==> config.mk <==
export PLATFORM = sky130hd
export DESIGN_NAME = score_display_mux
export DESIGN_NICKNAME = d
export VERILOG_FILES = /design/src/rtl/score_disp_pkg.sv /design/src/rtl/bin2bcd_seq.sv /design/src/rtl/score_display_mux.sv
export SDC_FILE = /design/constraint.sdc
export NUM_CORES = 1
export LEC_CHECK = 0
export CAP_MARGIN = 20
export CORE_AREA = 8 8 108 110
export DETAILED_ROUTE_END_ITERATION = 7
export DIE_AREA = 0 0 116 118
export PLACE_DENSITY = 0.95
export SYNTH_ARGS = -nofsm -noshare
export SYNTH_HDL_FRONTEND = slang
export SYNTH_SLANG_ARGS = --single-unit
==> constraint.sdc <==
create_clock -name clk -period 7.4 [get_ports clk]
set_clock_uncertainty 0.1 [all_clocks]
set_input_delay 1.48 -clock clk [delete_from_list [all_inputs] [get_ports clk]]
set_output_delay 1.48 -clock clk [all_outputs]
set_load 0.005 [all_outputs]
==> src/rtl/score_disp_pkg.sv <==
// Shared converter state type, segment encoder and power-of-ten helper
// for the multiplexed score display.
package score_disp_pkg;

   typedef enum logic [2:0] {
      ST_IDLE,
      ST_LOAD_CUR,
      ST_SHIFT_CUR,
      ST_LOAD_HI,
      ST_SHIFT_HI,
      ST_COMMIT
   } conv_state_t;

   localparam logic [6:0] SEG_OFF = 7'b1111111;

   // Active-low {g,f,e,d,c,b,a}; non-decimal codes light nothing.
   function automatic logic [6:0] seg_encode(input logic [3:0] digit);
      case (digit)
         4'd0:    return 7'b1000000;
         4'd1:    return 7'b1111001;
         4'd2:    return 7'b0100100;
         4'd3:    return 7'b0110000;
         4'd4:    return 7'b0011001;
         4'd5:    return 7'b0010010;
         4'd6:    return 7'b0000010;
         4'd7:    return 7'b1111000;
         4'd8:    return 7'b0000000;
         4'd9:    return 7'b0010000;
         default: return SEG_OFF;
      endcase
   endfunction

   function automatic longint unsigned pow10(input int n);
      longint unsigned v;
      v = 1;
      for (int i = 0; i < n; i++) v = v * 10;
      return v;
   endfunction

endpackage

==> src/rtl/bin2bcd_seq.sv <==
// Sequential add-3/shift binary-to-BCD converter, one input bit per cycle.
// start loads bin; done is high on the last shift cycle, bcd is final the cycle after.
module bin2bcd_seq #(
   parameter int SCORE_W = 14,
   parameter int DIGITS  = 4
) (
   input  logic                  clk,
   input  logic                  rst,
   input  logic                  start,
   input  logic [SCORE_W-1:0]    bin,
   output logic                  done,
   output logic [4*DIGITS-1:0]   bcd
);
   localparam int CNT_W = $clog2(SCORE_W + 1);

   logic [SCORE_W-1:0]  r_bin;
   logic [4*DIGITS-1:0] r_bcd;
   logic [4*DIGITS-1:0] w_adj;
   logic [CNT_W-1:0]    r_cnt;

   always_comb begin
      w_adj = r_bcd;
      for (int i = 0; i < DIGITS; i++) begin
         if (r_bcd[4*i +: 4] >= 4'd5) w_adj[4*i +: 4] = r_bcd[4*i +: 4] + 4'd3;
      end
   end

   always_ff @(posedge clk or posedge rst) begin
      if (rst) begin
         r_bin <= '0;
         r_bcd <= '0;
         r_cnt <= '0;
      end else if (start) begin
         r_bin <= bin;
         r_bcd <= '0;
         r_cnt <= CNT_W'(SCORE_W);
      end else if (r_cnt != '0) begin
         {r_bcd, r_bin} <= {w_adj[4*DIGITS-2:0], r_bin, 1'b0};
         r_cnt          <= r_cnt - CNT_W'(1);
      end
   end

   assign done = (r_cnt == CNT_W'(1));
   assign bcd  = r_bcd;

endmodule

==> src/rtl/score_display_mux.sv <==
// Two-field 7-segment score driver: time-shared BCD conversion every 2*SCORE_W+4 cycles,
// atomic commit of both fields, registered scan output one slot per REFRESH_DIV cycles; no backpressure.
module score_display_mux
   import score_disp_pkg::*;
#(
   parameter int SCORE_W     = 14,
   parameter int DIGITS      = 4,
   parameter int REFRESH_DIV = 100000,
   parameter int BLANK_LZ    = 1
) (
   input  logic                  clk,
   input  logic                  rst,
   input  logic [SCORE_W-1:0]    current_score,
   input  logic [SCORE_W-1:0]    high_score,
   output logic [6:0]            cathode,
   output logic [2*DIGITS-1:0]   AN
);
   localparam int BCD_W  = 4 * DIGITS;
   localparam int SLOTS  = 2 * DIGITS;
   localparam int SLOT_W = (SLOTS > 1) ? $clog2(SLOTS) : 1;
   localparam int REF_W  = $clog2(REFRESH_DIV);
   localparam longint unsigned SAT_LIMIT = pow10(DIGITS);
   localparam logic [SCORE_W-1:0] SAT_BIN = SCORE_W'(SAT_LIMIT - 1);

   conv_state_t         r_state;
   logic [BCD_W-1:0]    r_cur_bcd;
   logic [BCD_W-1:0]    r_disp_cur;
   logic [BCD_W-1:0]    r_disp_hi;
   logic [REF_W-1:0]    r_refresh;
   logic [SLOT_W-1:0]   r_slot;
   logic [SLOTS-1:0]    r_an;
   logic [6:0]          r_cathode;

   logic                w_start;
   logic                w_done;
   logic [SCORE_W-1:0]  w_sel;
   logic [SCORE_W-1:0]  w_bin;
   logic [BCD_W-1:0]    w_bcd;
   logic                w_commit;
   logic [BCD_W-1:0]    w_cur_nxt;
   logic [BCD_W-1:0]    w_hi_nxt;
   logic                w_is_hi;
   logic [BCD_W-1:0]    w_field;
   logic [SLOT_W-1:0]   w_pos;
   logic [3:0]          w_digit;
   logic                w_upper_nz;
   logic                w_blank;
   logic [SLOTS-1:0]    w_an_nxt;
   logic [6:0]          w_seg_nxt;
   logic                w_wrap;

   // Out-of-range scores are clamped before conversion so the result is all nines.
   always_comb begin
      w_sel   = (r_state == ST_LOAD_HI) ? high_score : current_score;
      w_bin   = (64'(w_sel) >= SAT_LIMIT) ? SAT_BIN : w_sel;
      w_start = (r_state == ST_LOAD_CUR) || (r_state == ST_LOAD_HI);
   end

   bin2bcd_seq #(
      .SCORE_W (SCORE_W),
      .DIGITS  (DIGITS)
   ) u_bin2bcd (
      .clk   (clk),
      .rst   (rst),
      .start (w_start),
      .bin   (w_bin),
      .done  (w_done),
      .bcd   (w_bcd)
   );

   always_ff @(posedge clk or posedge rst) begin
      if (rst) begin
         r_state    <= ST_IDLE;
         r_cur_bcd  <= '0;
         r_disp_cur <= '0;
         r_disp_hi  <= '0;
      end else begin
         case (r_state)
            ST_IDLE:      r_state <= ST_LOAD_CUR;
            ST_LOAD_CUR:  r_state <= ST_SHIFT_CUR;
            ST_SHIFT_CUR: if (w_done) r_state <= ST_LOAD_HI;
            ST_LOAD_HI: begin
               r_cur_bcd <= w_bcd;
               r_state   <= ST_SHIFT_HI;
            end
            ST_SHIFT_HI:  if (w_done) r_state <= ST_COMMIT;
            ST_COMMIT: begin
               r_disp_cur <= r_cur_bcd;
               r_disp_hi  <= w_bcd;
               r_state    <= ST_IDLE;
            end
            default:      r_state <= ST_IDLE;
         endcase
      end
   end

   // A slot loaded on the commit edge must see the digits being committed.
   always_comb begin
      w_commit   = (r_state == ST_COMMIT);
      w_cur_nxt  = w_commit ? r_cur_bcd : r_disp_cur;
      w_hi_nxt   = w_commit ? w_bcd : r_disp_hi;
      w_is_hi    = (r_slot >= SLOT_W'(DIGITS));
      w_field    = w_is_hi ? w_hi_nxt : w_cur_nxt;
      w_pos      = w_is_hi ? (r_slot - SLOT_W'(DIGITS)) : r_slot;
      w_digit    = '0;
      w_upper_nz = 1'b0;
      for (int i = 0; i < DIGITS; i++) begin
         if (SLOT_W'(i) == w_pos) w_digit = w_field[4*i +: 4];
         if ((SLOT_W'(i) >= w_pos) && (w_field[4*i +: 4] != 4'd0)) w_upper_nz = 1'b1;
      end
      w_blank  = (BLANK_LZ != 0) && (w_pos != '0) && !w_upper_nz;
      w_an_nxt = '1;
      if (!w_blank) w_an_nxt[r_slot] = 1'b0;
      w_seg_nxt = w_blank ? SEG_OFF : seg_encode(w_digit);
      w_wrap    = (r_refresh == REF_W'(REFRESH_DIV - 1));
   end

   // r_slot names the slot that goes on the outputs at the next wrap.
   always_ff @(posedge clk or posedge rst) begin
      if (rst) begin
         r_refresh <= '0;
         r_slot    <= '0;
         r_an      <= '1;
         r_cathode <= SEG_OFF;
      end else if (w_wrap) begin
         r_refresh <= '0;
         r_slot    <= (r_slot == SLOT_W'(SLOTS - 1)) ? '0 : r_slot + SLOT_W'(1);
         r_an      <= w_an_nxt;
         r_cathode <= w_seg_nxt;
      end else begin
         r_refresh <= r_refresh + REF_W'(1);
      end
   end

   assign AN      = r_an;
   assign cathode = r_cathode;

endmodule

Word level (Yosys, flattened, before mapping)
Memories as Yosys holds them, arrays and structs flattened.
Index checks and enable logic that the tools add are counted.
- bits in read-only memories: 112
- flip-flop bits (word level): 120
- bits of input ports: 30
- memories kept: 1
- memories (name ; depth ; width ; read ports ; clocked after memory_dff ; write ports ; RTL line ; RTL):
    (name not given) ; 16 ; 7 ; 1 ; 0 ; 0 ; score_disp_pkg.sv:18 ; case (digit)
- $add $sub $neg: 8
- muxes and demuxes: 33
- equal/unequal tests: 13
- reduce and logical (&&, ||, !) cells: 18
- order comparisons: 12
- bitwise logic cells: 1
- operators by type and width (operator ; count):
    two-way mux 16 bit ; 5
    two-way mux 14 bit ; 4
    two-way mux 4 bit ; 9
    nonzero test 4 bit ; 5
    adder 17 x 1 -> 17 bit, second input constant ; 1
    equality test 17 bit, second input constant ; 1
    two-way mux 17 bit ; 1
    >= comparator 4 x 3 -> 1 bit, second input constant ; 4
    two-way mux 3 bit ; 5
    one-hot mux 3 bit (5 select lines) ; 1
    >= comparator 14 bit, second input constant ; 1
    adder 4 x 2 -> 4 bit, second input constant ; 3
    equality test 3 bit, second input constant ; 3
    two-way mux 8 bit ; 1
    NOT 8 bit ; 1
    two-way mux 7 bit ; 1
    equality test 2 x 3 -> 1 bit, first input constant ; 2
    equality test 3 x 2 -> 1 bit, second input constant ; 2
    >= comparator 1 x 3 -> 1 bit, first input constant ; 2
    >= comparator 2 x 3 -> 1 bit, first input constant ; 2
    logical AND 1 bit ; 6
    zero test 3 bit ; 2
    two-way mux 1 bit ; 5
    equality test 4 x 1 -> 1 bit, second input constant ; 1
    other kinds (16) ; 17

Logic depth before layout (Yosys ltp)
Gate-level depths: netlist of the first run.
- depth after elaboration: 12
- mapped depth: 12
- gate-level depth less buffers: 12

Cells and area by module
From an unflattened synthesis of the first run, not the netlist that was laid out.
- cells, all modules: 713
- area, all modules: 6523.8 µm²
- modules (own cells, without submodules) (module ; instances ; area an instance (µm²) ; cells an instance ; seq. area each (µm²)):
    score_display_mux ; 1 ; 4531.8 ; 501 ; 2170.8
    bin2bcd_seq ; 1 ; 1991.9 ; 212 ; 850.8

Least setup slack after synthesis of the first run
No wires, ideal clock.
- path kind: register -> register
- start: register r_state[1]
- end: register r_cathode[6], in the netlist cathode[6]
- slack: 4.695 ns
- period minus slack after synthesis: 2.705 ns
- required time: 7.220 ns
- arrival: 2.525 ns
- cell stages (with the launch flop): 13
- library setup time: 0.080 ns
- buffers on the path: 2
- path through: dfrtp_1 buf_6 nand3b_1 buf_2 mux4_2 a32oi_1 nand2_1 a21oi_1 inv_2 ha_1 and2_0 o31a_1 o22a_1
- longest elaborated chain between the ends: 12
- elaborated cells on any way between the ends: 24
- classes of those cells: eq/ne (1); mux (12); reduce/logical (10); memory (1)
- RTL lines (element ; RTL line ; RTL):
    from (decl) ; score_display_mux.sv:25 ; conv_state_t r_state;
    from (signal assigned) ; score_display_mux.sv:73 ; r_state <= ST_IDLE;
    from (signal assigned) ; score_display_mux.sv:79 ; ST_IDLE: r_state <= ST_LOAD_CUR;
    from (signal assigned) ; score_display_mux.sv:80 ; ST_LOAD_CUR: r_state <= ST_SHIFT_CUR;
    equality test 3 bit (*) ; score_display_mux.sv:99 ; w_commit = (r_state == ST_COMMIT);
    two-way mux 16 bit ; -- ;
    two-way mux 16 bit (*) ; score_display_mux.sv:103 ; w_field = w_is_hi ? w_hi_nxt : w_cur_nxt;
    branches (longest 8 deep; another with memory read (16 x 7 bit)) ; -- ;
    two-way mux 7 bit (*) ; score_display_mux.sv:114 ; w_seg_nxt = w_blank ? SEG_OFF : seg_encode(w_digit);
    to (signal assigned) ; score_display_mux.sv:129 ; r_cathode <= w_seg_nxt;
    to (decl) ; score_display_mux.sv:32 ; logic [6:0] r_cathode;
Every way passes the cells marked *.
A chain may end at the register's enable or synchronous reset.

Worst setup path in the final report of the first run
- start: register r_state[1]
- end: register r_an[3], in the netlist AN[3]
- longest elaborated chain between the ends: 12
- elaborated cells on any way between the ends: 19
- classes of those cells: eq/ne (1); mux (8); reduce/logical (10)
- RTL lines (element ; RTL line ; RTL):
    equality test 3 bit (*) ; score_display_mux.sv:99 ;
    two-way mux 16 bit ; -- ;
    two-way mux 16 bit (*) ; score_display_mux.sv:103 ;
    nonzero test 4 bit ; score_display_mux.sv:109 ; if ((SLOT_W'(i) >= w_pos) && (w_field[4*i +: 4] != 4'd0)) w_upper_nz = 1'b1;
    logical AND 1 bit ; score_display_mux.sv:109 ;
    two-way mux 1 bit (3 in series) ; score_display_mux.sv:109 ;
    two-way mux 1 bit (*) ; score_display_mux.sv:109 ;
    zero test 1 bit (*) ; score_display_mux.sv:111 ; w_blank = (BLANK_LZ != 0) && (w_pos != '0) && !w_upper_nz;
    logical AND 1 bit (*) ; score_display_mux.sv:111 ;
    two-way mux 8 bit (*) ; score_display_mux.sv:113 ; if (!w_blank) w_an_nxt[r_slot] = 1'b0;
    to (signal assigned) ; score_display_mux.sv:128 ; r_an <= w_an_nxt;
    to (decl) ; score_display_mux.sv:31 ; logic [SLOTS-1:0] r_an;
Mark *: on every way between the ends. The rest lies on a longest branch, timed or not.

==> results of run 1 <==
[cell families (layout without fill, tap and decap cells)]
family / Yosys count / after routing
simple gates: 258 / 258
compound gates: 120 / 120
flops: 120 / 120
buf+inv: 51 / 103
mux: 42 / 42
xor+xnor: 23 / 23
fa+ha+maj: 20 / 20
[sequential cells by signal (all words and copies together) (netlist names), 7 cells and up]
| signal | flops |
|---|---|
| AN | 8 |
| r_cur_bcd | 16 |
| u_bin2bcd.bcd | 16 |
| r_disp_cur | 16 |
| u_bin2bcd.r_bin | 14 |
| r_disp_hi | 16 |
| cathode | 7 |
| r_refresh | 17 |
[cells in the mapped netlist (all sizes together), types with 2 or more instances]
| cell | n |
|---|---|
| nand2 | 144 |
| dfrtp | 105 |
| nor2 | 45 |
| o21ai | 41 |
| a21oi | 29 |
| clkbuf | 20 |
| ha | 20 |
| inv | 20 |
| mux4 | 17 |
| dfstp | 15 |
| mux2i | 15 |
| nand3 | 15 |
| xnor2 | 15 |
| buf | 11 |
| mux2 | 10 |
| a32oi | 9 |
| nand2b | 8 |
| nor4 | 8 |
| xor2 | 8 |
| a211oi | 7 |
| a31oi | 7 |
| and2 | 7 |
| nor2b | 7 |
| o22a | 6 |
| o22ai | 6 |
| nor3b | 5 |
| nor3 | 4 |
| or4 | 4 |
| a22oi | 3 |
| a21o | 2 |
| a311oi | 2 |
| and4 | 2 |
[area by class of cell]
type	instances	area (µm²)
multi-input cells	463	3020
clock buffers	17	414
flip-flops and latches	120	3020
clock inverters	15	190
repair buffers	51	553
fillers	603	2550
inverters	20	77.6
well taps	136	170
[routing by layer]
| layer | wire [µm] | track usage [%] | share of wire, % | up-vias |
|---|---|---|---|---|
| li1 | - | - | - | 2303 |
| met4 | 813 | 12.9 | 4.8 | 0 |
| met2 | 8520 | 40.7 | 50 | 353 |
| met3 | 1320 | 6.46 | 7.8 | 89 |
| met5 | 0 | 0 | 0 | - |
| met1 | 6290 | 30.3 | 37 | 2608 |
[power by group]
group          internal (mW)  total [mW]  switching [mW]
clock network          0.519       0.844           0.325
logic                  0.159       0.337           0.178
registers              0.772       0.881           0.109
[worst paths after layout]
path,from,end,slack (ns),cells past startpoint
max in group asynchronous,rst,r_disp_cur[1],4.72,3
min,r_refresh[4],r_refresh[4],0.37,1
min in group asynchronous,rst,r_cur_bcd[15],1.39,2
min reg2reg,r_refresh[4],r_refresh[4],0.37,1
max,r_state[1],AN[3],3.47,8
max reg2reg,r_state[1],AN[3],3.47,8
[through the flow]
step | std cells | cell area [µm²] | hold slack (ns) | total power, mW
2_1_floorplan | 634 | 6250 | 0.333 | 1.07
3_3_place_gp | 787 | 6760 | 0.346 | 1.14
3_5_place_dp | 787 | 6760 | 0.366 | 1.18
4_1_cts | 819 | 7360 | 0.376 | 2.04
5_1_grt | 822 | 7440 | 0.407 | 2.13
6_report | 822 | 7440 | 0.374 | 2.06
==> out/qor.yml, run 1 <==
status:
  status: "completed"
timing:
  relSlewSlack_pct: 32.8
  setup_slack_ns: 3.47
  grt_setup_unrepaired: "false"
  final-hold-violation-count: 0
  drv_slew: 0
  setup_viol: 0
  fin_setup_tns_ns: 0
  fmax_mhz: 254
  post-route-period-util_pct: 53.2
  tightest_slew_ns: 1.01
  layout_min_cycle_time_ns: 3.93
drt:
  drc: 0
  ant_nets: 0
  drt-vias-per-instance: 6.51
  drt_iter0_drc: 686
  wirelength_mm: 16.9
  dr.pass1.iters: 7
  vias: 5353
  wire_per_inst_um: 20.6
grt:
  antenna_found_initial: 0
  grt_pass1_wl_mm: 27.2
  gr-usage-all-layers_pct: 25.2
  grt_overflow: 0
  grt_pass1_vias: 5406
  grt_max_degree: 76
power:
  p_per_area_nw_per_um2: 277
  vdd_drop_max_mv: 0.164
  p_leak_nw: 3.20
synthesis:
  ys_seq_area_share_pct: 48.3
  synth_simple_gate_area_share_pct: 18.7
  synth-compound-area-share_pct: 12.0
  yosysTopAreaCellShare_pct: 42.0
  synth_flop_cell: "dfrtp_1"
  synth_fa_ha_area_share_pct: 4.00
  synth_top_cell_by_area: "dfrtp_1"
  synthDistinctLibCells: 56
  synth_edf_count: 0
  synth_xor_area_share_pct: 3.22
  syn_nets: 684
  yosys_warnings: 0
  synth_seq_cells: 120
  synthArstFlopShare_pct: 100
  synth_cells: 634
  syn_avg_cell_area_um2: 9.86
  synth_top_family_by_area: "simple AND/OR/NAND/NOR gates"
  synth_mux_area_share_pct: 10.3
  syn-cell-area_um2: 6250
  yosys-top-cells-area: "dfrtp_1, nand2_1, dfstp_2"
clock_network:
  cts_buffers: 17
  htree_levels: 4
  clock_latency_ns: 0.54
  tritoncts: "built"
  cts_sinks: 120
  clock_path_buffers: 2
  cts_setup_buffers: 0
  cts_root_buf: "clkbuf_8"
  hold_buffers: 0
  cts.clk_slew.worst_paths_ns: 0.07
  post_cts_resized: 0
setup_path:
  criticalPathCategory: "flip-flop to flip-flop"
  required_ns: 7.73
  slowest_stage: "dfrtp_1"
  cp.arrival_ns: 4.27
  worstPathBufferInverterCount: 1
  cp_common_cell: "a21oi_1"
  start_kind: "flip-flop"
  cp-end-kind: "flip-flop"
  worstPathMaxFanout: 49
  critPathMaxStageDelay_ns: 0.86
  cp_top_family: "simple AND/OR/NAND/NOR gates"
  cp_cell_sequence: "nand3b_1, buf_4, mux4_2, nor4_1, a21oi_1, o31ai_4, nor2_1, a21oi_1"
place:
  gp_congestion: 0.956
  numPortBuffers: 44
  place_ws_ns: 3.77
  dp_hpwl_mm: 9.43
die:
  core-area_um2: 10000
  dieArea_um2: 13700
  fp.dieW_um: 116
  start_util_pct: 62.5
  rows: 37
  pin_count: 45
  fp.dieH_um: 118
cells_and_area:
  fin_nets: 723
  final_cell_mix: "nand2_1, dfrtp_1, nor2_1"
  area.growth.synth_to_final_pct: 19.1
  layout-drive-gt1-share_pct: 13.0
  final_common_cell: "nand2_1"
  post-route-util_pct: 74.4
  diodes: 0
flow_run:
  maxCapViolCount: 0
min_path:
  hold_path_class: "flip-flop to flip-flop"
Note: power is estimated with default switching activity, not from simulation.
==> run 2, diff against run 1 <==
--- a/config.mk
+++ b/config.mk
@@ -6,10 +6,10 @@
 export NUM_CORES = 1
 export LEC_CHECK = 0
 export CAP_MARGIN = 20
-export CORE_AREA = 8 8 108 110
+export CORE_AREA = 8 8 112 114
 export DETAILED_ROUTE_END_ITERATION = 7
-export DIE_AREA = 0 0 116 118
-export PLACE_DENSITY = 0.95
+export DIE_AREA = 0 0 120 122
+export PLACE_DENSITY = 0.89
 export SYNTH_ARGS = -nofsm -noshare
 export SYNTH_HDL_FRONTEND = slang
 export SYNTH_SLANG_ARGS = --single-unit
==> constraint.sdc (replaced) <==
create_clock -name clk -period 3.8 [get_ports clk]
set_clock_uncertainty 0.1 [all_clocks]
set_input_delay 0.76 -clock clk [delete_from_list [all_inputs] [get_ports clk]]
set_output_delay 0.76 -clock clk [all_outputs]
set_load 0.005 [all_outputs]
==> out/qor.yml, run 2 (same netlist as run 1, synthesis figures left out) <==
timing:
  grt_setup_unrepaired: "false"  # unchanged
  setup_slack_ns: 0.473  # was 3.47 ns
  final-hold-violation-count: 0  # unchanged
  fmax_mhz: 301  # was 254 MHz
  post-route-period-util_pct: 87.6  # was 53.2%
  relSlewSlack_pct: 33.9  # was 32.8%
  layout_min_cycle_time_ns: 3.33  # was 3.93 ns
  setup_viol: 0  # unchanged
  tightest_slew_ns: 0.992  # was 1.01 ns
  drv_slew: 0  # unchanged
  fin_setup_tns_ns: 0  # unchanged
clock_network:
  htree_levels: 4  # unchanged
  clock_latency_ns: 0.53  # was 0.54 ns
  cts.clk_slew.worst_paths_ns: 0.06  # was 0.07 ns
  hold_buffers: 0  # unchanged
  cts_sinks: 120  # unchanged
  cts_setup_buffers: 0  # unchanged
  cts_root_buf: "clkbuf_8"  # unchanged
  post_cts_resized: 0  # unchanged
  cts_buffers: 17  # unchanged
  tritoncts: "built"  # unchanged
  clock_path_buffers: 2  # unchanged
place:
  dp_hpwl_mm: 9.57  # was 9.43 mm
  dp.cells: 796  # was 787
  numPortBuffers: 44  # unchanged
  place_ws_ns: 0.799  # was 3.77 ns
  gp_congestion: 0.921  # was 0.956
power:
  p_sw_mw: 1.06  # was 0.612 mW
  clkPwrFrac_pct: 43.7  # was 40.9%
  p_leak_nw: 3.26  # was 3.20 nW
  p_int_mw: 3.04  # was 1.45 mW
  switching_share_pct: 25.9  # was 29.7%
  vdd_drop_max_mv: 0.265  # was 0.164 mV
  power_frac_comb_pct: 15.1  # was 16.3%
  p_per_area_nw_per_um2: 543  # was 277 nW/µm²
  seqPwrFrac_pct: 41.3  # was 42.7%
drt:
  wire_per_inst_um: 17.5  # was 20.6 µm
  ant_nets: 0  # unchanged
  vias: 4996  # was 5,353
  drc: 0  # unchanged
  dr.pass1.iters: 5  # was 7
  wirelength_mm: 14.5  # was 16.9 mm
  drt_iter0_drc: 355  # was 686
  drt-vias-per-instance: 6.02  # was 6.51
die:
  core-area_um2: 10700  # was 10000 µm²
  dieArea_um2: 14600  # was 13,700 µm²
  start_util_pct: 58.4  # was 62.5%
  fp.dieW_um: 120  # was 116 µm
  rows: 38  # was 37
  pin_count: 45  # unchanged
  fp.dieH_um: 122  # was 118 µm
cells_and_area:
  final_cell_mix: "nand2_1, dfrtp_1, nor2_1"  # unchanged
  area.growth.synth_to_final_pct: 20.6  # was 19.1%
  fin_nets: 727  # was 723
  fill_cells: 725  # was 603
  top_register: "r_refresh"  # unchanged
  final_cell_count_no_fill: 830  # was 822
  largest_reg_flops: 17  # unchanged
  final_common_cell: "nand2_1"  # unchanged
  layout-drive-gt1-share_pct: 13.3  # was 13.0%
  diodes: 0  # unchanged
status:
  status: "completed"  # unchanged
setup_path:
  criticalPathCategory: "flip-flop to flip-flop"  # unchanged
  required_ns: 4.14  # was 7.73 ns
  worstPathMaxFanout: 30  # was 49
  cp-end-kind: "flip-flop"  # unchanged
  start_kind: "flip-flop"  # unchanged
  cp.arrival_ns: 3.67  # was 4.27 ns
min_path:
  hold_path_class: "flip-flop to flip-flop"  # unchanged
grt:
  grt_max_degree: 69  # was 76
  gr-usage-all-layers_pct: 20.5  # was 25.2%
  antenna_found_initial: 0  # unchanged
  grt_pass1_vias: 5163  # was 5,406
  grt_pass1_wl_mm: 24.4  # was 27.2 mm
  grt_overflow: 0  # unchanged
flow_run:
  maxCapViolCount: 0  # unchanged
-- run 2: power by group through the flow --
stage | registers (mW) | logic, mW | clock network, mW
after CTS | 1.69 | 0.609 | 1.80
after global placement | 1.68 | 0.552 | 0
after global routing | 1.71 | 0.674 | 1.86
after floorplan | 1.63 | 0.464 | 0
after detailed placement | 1.70 | 0.591 | 0
final | 1.69 | 0.617 | 1.79
-- run 2: final cells by class --
type	count	area (µm²)	area share [%]
Inverter	20	78.8	1.05
Clock buffer	22	483	6.41
Tap cell	140	175	2.32
Sequential cell	120	3020	40.1
Clock inverter	10	188	2.49
Timing Repair Buffer	55	576	7.63
Multi-Input combinational cell	463	3020	40.0
-- run 2: worst paths after layout --
| check | to | from | slack [ns] | cells past startpoint |
|---|---|---|---|---|
| worst min register to register | r_refresh[4] | r_refresh[4] | 0.38 | 1 |
| max in group asynchronous | AN[5] | rst | 2.31 | 3 |
| min in group asynchronous | u_bin2bcd.bcd[10] | rst | 0.47 | 2 |
| worst max-delay path | AN[7] | r_state[2] | 0.47 | 7 |
| worst max register to register | AN[7] | r_state[2] | 0.47 | 7 |
| worst min-delay path | r_refresh[4] | r_refresh[4] | 0.38 | 1 |
-- run 2: worst max-delay path, cell delays in order (launching register included) --
cell	delay, ns
dfrtp_1	0.48
and3b_4	0.53
mux4_2	0.59
nor4_1	0.54
a21oi_1	0.25
o31ai_4	0.39
nor2_1	0.15
a31oi_1	0.21
-- run 2: per-stage QoR --
| stage | hold slack [ns] | total power [mW] | utilization (%) | area, µm² |
|---|---|---|---|---|
| after floorplan | 0.333 | 2.09 | - | 6260 |
| after global placement | 0.350 | 2.23 | 63.7 | 6810 |
| after detailed placement | 0.368 | 2.29 | 63.7 | 6810 |
| after CTS | 0.380 | 4.10 | 70.0 | 7480 |
| after global routing | 0.399 | 4.24 | 70.5 | 7540 |
| final | 0.376 | 4.10 | 70.5 | 7540 |
-- run 2: routing by layer --
metal  vias up  part of all wire [%]  track usage (%)
met2       188                    51             34.9
li1       2308                     -                -
met3        32                   5.8             5.74
met5         -                     0                0
met4         0                   1.9             7.26
met1      2468                    41             24.5
==> run 3, diff against run 2 <==
--- a/config.mk
+++ b/config.mk
@@ -10,6 +10,8 @@
 export DETAILED_ROUTE_END_ITERATION = 7
 export DIE_AREA = 0 0 120 122
 export PLACE_DENSITY = 0.89
+export SKIP_CTS_REPAIR_TIMING = 1
+export SKIP_LAST_GASP = 1
 export SYNTH_ARGS = -nofsm -noshare
 export SYNTH_HDL_FRONTEND = slang
 export SYNTH_SLANG_ARGS = --single-unit
==> results of run 3 <==
The final DEF is identical to that of run 2; final timing and power are the same.
